`config.mk`:
```
export PLATFORM = sky130hd
export DESIGN_NAME = branch_cond_unit
export DESIGN_NICKNAME = d
export VERILOG_FILES = /design/src/rtl/branch_cond_unit.sv
export SDC_FILE = /design/constraint.sdc
export NUM_CORES = 1
export LEC_CHECK = 0
export CAP_MARGIN = 20
export CORE_MARGIN = 1
export CORE_UTILIZATION = 21
export CTS_BUF_LIST = sky130_fd_sc_hd__clkbuf_16
export DETAILED_ROUTE_END_ITERATION = 8
export PLACE_DENSITY = 0.86
export SYNTH_ARGS = -nofsm -noshare
export SYNTH_HDL_FRONTEND = slang
export SYNTH_SLANG_ARGS = --single-unit
```
`constraint.sdc`:
```
create_clock -name clk -period 1.7 [get_ports clk]
set_input_delay 0.255 -clock clk [delete_from_list [all_inputs] [get_ports clk]]
set_output_delay 0.255 -clock clk [all_outputs]
set_load 0.005 [all_outputs]
```
`src/rtl/branch_cond_unit.sv`:
```
// Two-stage conditional-branch evaluator: stage 1 captures the condition code and operand flags, stage 2 updates the held condition q.
// Optional BRANCH_COND_STATS_EN adds saturating eval_count / taken_count outputs.
module branch_cond_unit #(
    parameter int DATA_WIDTH = 32,
    parameter int IR_WIDTH   = 32,
    parameter int COND_LSB   = 19
) (
    input  logic                  clk,
    input  logic                  clear,
    input  logic [IR_WIDTH-1:0]   ir,
    input  logic [DATA_WIDTH-1:0] bus_contents,
    input  logic                  con_in,
    input  logic                  flush,
`ifdef BRANCH_COND_STATS_EN
    output logic [15:0]           eval_count,
    output logic [15:0]           taken_count,
`endif
    output logic                  q,
    output logic                  q_valid,
    output logic                  pending
);

    // Handshake: con_in is a request sampled every edge with no back-pressure;
    // q_valid is a one-cycle pulse meaning q changed at the preceding edge.
    logic [2:0] cond_code;
    logic       op_z;
    logic       op_n;
    logic [2:0] s1_cond;
    logic       s1_z;
    logic       s1_n;
    logic       eval_q;
    logic       capture;
    logic       commit;
    logic       unused_ir;

    assign cond_code = ir[COND_LSB+2:COND_LSB];
    assign op_z      = (bus_contents == '0);
    assign op_n      = bus_contents[DATA_WIDTH-1];
    assign unused_ir = ^ir;

    assign capture = con_in & ~flush;
    assign commit  = pending & ~flush;

    always_comb begin
        eval_q = 1'b0;
        case (s1_cond)
            3'b000:  eval_q = s1_z;
            3'b001:  eval_q = ~s1_z;
            3'b010:  eval_q = ~s1_n;
            3'b011:  eval_q = s1_n;
            3'b100:  eval_q = ~s1_n & ~s1_z;
            3'b101:  eval_q = s1_n | s1_z;
            3'b110:  eval_q = 1'b1;
            default: eval_q = 1'b0;
        endcase
    end

    always_ff @(posedge clk or negedge clear) begin
        if (!clear) begin
            s1_cond <= 3'b000;
            s1_z    <= 1'b0;
            s1_n    <= 1'b0;
            pending <= 1'b0;
        end else begin
            pending <= capture;
            // Flags are frozen here so later bus activity cannot alter the result.
            if (capture) begin
                s1_cond <= cond_code;
                s1_z    <= op_z;
                s1_n    <= op_n;
            end
        end
    end

    always_ff @(posedge clk or negedge clear) begin
        if (!clear) begin
            q       <= 1'b0;
            q_valid <= 1'b0;
        end else begin
            q_valid <= commit;
            if (commit) begin
                q <= eval_q;
            end
        end
    end

`ifdef BRANCH_COND_STATS_EN
    // Counters advance on the same edge that raises q_valid.
    always_ff @(posedge clk or negedge clear) begin
        if (!clear) begin
            eval_count  <= 16'h0000;
            taken_count <= 16'h0000;
        end else if (commit) begin
            if (eval_count != 16'hFFFF) begin
                eval_count <= eval_count + 16'd1;
            end
            if (eval_q && (taken_count != 16'hFFFF)) begin
                taken_count <= taken_count + 16'd1;
            end
        end
    end
`endif

endmodule
```
## Yosys cells after proc, flatten, opt, wreduce, memory -nomap -nowiden

Cells that the tools add are included.

- ROM bits: 0
- Bits in latches: 0
- Output and inout port bits: 3
- Memories kept: 0
- Input port bits: 68
- Word-level logic and storage cells: 22
- Flip-flop bits (word level): 8
- Bits in writable memories: 0

- Multiplexer cells: 1
- Multiply operators: 0
- Eq/ne operators: 6
- $lt $le $gt $ge: 0
- Divide/modulo/power cells: 0
- Add/sub/neg operators: 0
- Bitwise logic cells: 7
- Shift-type cells: 0
- Reduce and logical (&&, ||, !) cells: 2

Operator list:

| kind | count |
|---|---|
| 32-bit zero test | 1 |
| 3-bit equality test (second input constant) | 3 |
| 1-bit one-hot mux with 7 select lines | 1 |
| 3-bit by 2-bit equality test with 1-bit output (second input constant) | 2 |
| 1-bit AND | 3 |
| 3-bit by 1-bit equality test with 1-bit output (second input constant) | 1 |
| 3-bit zero test | 1 |
| 1-bit NOT | 3 |
| 1-bit bitwise OR | 1 |

## Longest topological paths before layout

- Depth after elaboration: 3
- Mapped depth: 4
- Gate-level depth less buffers: 4

## Worst setup path after synthesis

Ideal clock, no wire load.

- Path type: register to register
- Start point: reg s1_cond[1]
- End point: reg q
- Setup slack: 621 ps
- Clock period less this slack: 1,079 ps
- Setup time: 90 ps
- Data arrival time: 989 ps
- Path buffers: 0
- Cell stages (with the launch flop): 4
- Required time: 1,610 ps
- Cell sequence: dfrtp_1 > o21bai_1 > a2111o_1 > o221ai_1

- Word-level cells in the longest chain between the ends: 2
- Elaborated cells between the ends (all ways): 8
- Those cells by class: 6 x eq/ne; 1 x mux; 1 x reduce/logical

Ends and longest elaborated chain:

| element | line | source |
|---|---|---|
| start: declaration | 28 | `logic [2:0] s1_cond;` |
| start signal: assignment | 68 | `s1_cond <= cond_code;` |
| 3-bit equality test (tied with other cells) | 46 | `case (s1_cond)` |
| 1-bit one-hot mux with 7 select lines (*) | 46 |  |
| end signal: assignment | 82 | `q <= eval_q;` |
| end: declaration | 18 | `output logic q,` |

Every way passes the cells marked *; elsewhere a longest branch is shown, timed or not.
A chain may end at the register's enable or synchronous reset.

## Final worst setup path

- Start point: reg pending
- End point: out pending

RTL lines:

| element | line | source |
|---|---|---|
| start: declaration | 20 | `output logic pending` |
| start signal: assignment | 65 | `pending <= capture;` |

No word-level cell between the ends.

==> impl_metrics.toml <==
[grt]
antenna_found_initial = 0
overflow = 0
grt_use_total = 0.1538
grt_pass1_wl_um = 2076
grt_pass1_vias = 543
grt_max_degree = 9

[sta]
fin_crit_ps = 1341
hold_viol_final = 0
finalSetupTns_ps = 0
slew_headroom = 0.7610
setup_viol = 0
tightest_slew_ps = 357.4
fin_skew_ps = 0.7678
rsz0062_at_grt = "false"
fmax_ghz = 0.7455
maxSlewViolCount = 0
period_share = 0.7891

[logic_synthesis]
synth_top_area_frac = 0.4984
synth-seq-area-share = 0.4984
synth-seq-cells = 8
syn_nets = 112
synth_area_um2 = 401.6
ys_types = 14
avgSynthCellArea_um2 = 9.128
synth_top_area_cell = "dfrtp_1"
syn-instance-count = 44
yosysWarnings = 0
synthTopCellsByArea = "dfrtp_1, nor4_1, nand2_1"

[critical_path]
cp_num_buf_inv = 1
cp.required_ps = 1440
critical_path.top_delay_family = "buffers and inverters"
endpoint_kind = "output port"
cp_max_fo = 3
max_stage_delay_ps = 510
startpoint_type = "flop"
critPathSlowestCell = "clkdlybuf4s50_1"
cp.arrival_ps = 1090
criticalPathCategory = "reg2out"
crit_chain = "clkdlybuf4s50_1"

[clock_network]
cts_tree = "done"
cts_buffers = 3
h-tree-depth = 1
postCtsSetupBuffers = 0
clockRootBuffer = "clkbuf_16"
postCtsHoldBufs = 0
clockBufferDepth = 2
clock_sinks = 8
clkSlewWorstSetupHoldPaths_ps = 40
cts_resized = 0
clk_latency_ps = 230

[placed_design]
post_dp_cell_area_um2 = 843.3
gp_congestion = 0.6663
placedCellCount = 110
port_buffers = 41

[pwr]
ir_drop_uv = 389.0
p_leak_nw = 0.3707
power_density_mw_per_mm2 = 847.9

[floorplan]
die_y_um = 45.73
dieArea_mm2 = 0.002091
core_mm2 = 0.001764
io_pins = 71
start_util = 0.2277
die-width_um = 45.73
rows = 15

[job]
cap_violations = 0

[drt]
drc = 0
firstDrtPassIters = 3
vias = 517
post_drt_wl_per_cell_um = 10.95
viasPerCell = 4.575
postRouteAntennaNets = 0
routed_wl_um = 1237
drt_iter0_markers = 3

[final_layout]
layout.cells.most_common = "clkdlybuf4s50_1"
nNetsFinal = 158
fin_cells = 113
fin_area_um2 = 918.4
antenna_cells = 0
area_growth_pct = 128.7
final_cell_mix = "clkdlybuf4s50_1, nand2_1, nor4_1, dfrtp_1, clkbuf_16"
drive_gt1_frac = 0.03409

[hold_path]
hold_class = "in2async"

[run_status]
status = "complete, no violations"
[worst paths after layout]
path                       startpoint         end  slack, ps  depth (start not counted)
max                           pending     pending        360                          1
min                             clear     q_valid        300                          1
max reg2reg                s1_cond[1]           q        530                          3
min reg2reg                s1_cond[0]  s1_cond[0]        500                          2
max in group asynchronous       clear        s1_z       1140                          1
min in group clk           s1_cond[0]  s1_cond[0]        500                          2
[power breakdown]
part | total (mW) | switching [mW] | internal, mW | leakage, nW
clock network | 0.400 | 0.0966 | 0.304 | 0.0370
registers | 0.227 | 0.0150 | 0.212 | 0.102
logic | 0.151 | 0.0412 | 0.110 | 0.232
total | 0.779 | 0.153 | 0.626 | 0.371
[cell families after synthesis]
logic type / share of synthesized area
simple gates: 0.3770
flops: 0.4984
compound gates: 0.1059
buf+inv: 0.01870
[metrics by stage]
stage                 util  worst slack (ps)  hold WS (ps)  total power, mW
floorplan                -             620.8        -40.59           0.2626
global placement    0.4780             292.8         479.4           0.3753
detailed placement  0.4780             277.9         487.0           0.3818
CTS                 0.5206             350.1         308.4           0.7800
global route        0.5206             340.5         346.7           0.8028
finish              0.5206             358.6         299.6           0.7787
[registers in the layout (all words and copies together) (netlist names)]
name	count
pending	1
s1_cond	3
q_valid	1
s1_z	1
q	1
s1_n	1
[synthesized netlist by cell type, drive strengths merged]
cell type	instances
nor3b	1
a2111o	1
nor4	8
o221ai	1
nand3b	1
inv	2
o21bai	1
a211oi	1
nand2b	2
dfrtp	8
o31ai	1
nor2b	2
nand4	2
nand2	13
[routing by layer]
layer / global-route usage / part of all wire / vias to the layer above
li1: - / - / 254
met1: 0.1247 / 0.32 / 230
met2: 0.2714 / 0.55 / 27
met3: 0.07937 / 0.10 / 6
met4: 0.1235 / 0.027 / 0
met5: 0 / 0 / -
[layout make-up]
cell class,instances,area (µm²)
sequential,8,200.2
fill,178,845.8
inverter,2,7.507
timing repair buffer,41,410.4
tap,25,31.28
multi-input combinational,34,193.9
clock buffer,3,75.07
[worst reg2reg max path: stages (launching register included)]
cell	delay [ps]
dfrtp_1	400
o21bai_1	190
a2111o_1	420
o221ai_1	70
Note: power is estimated with default switching activity, not from simulation.
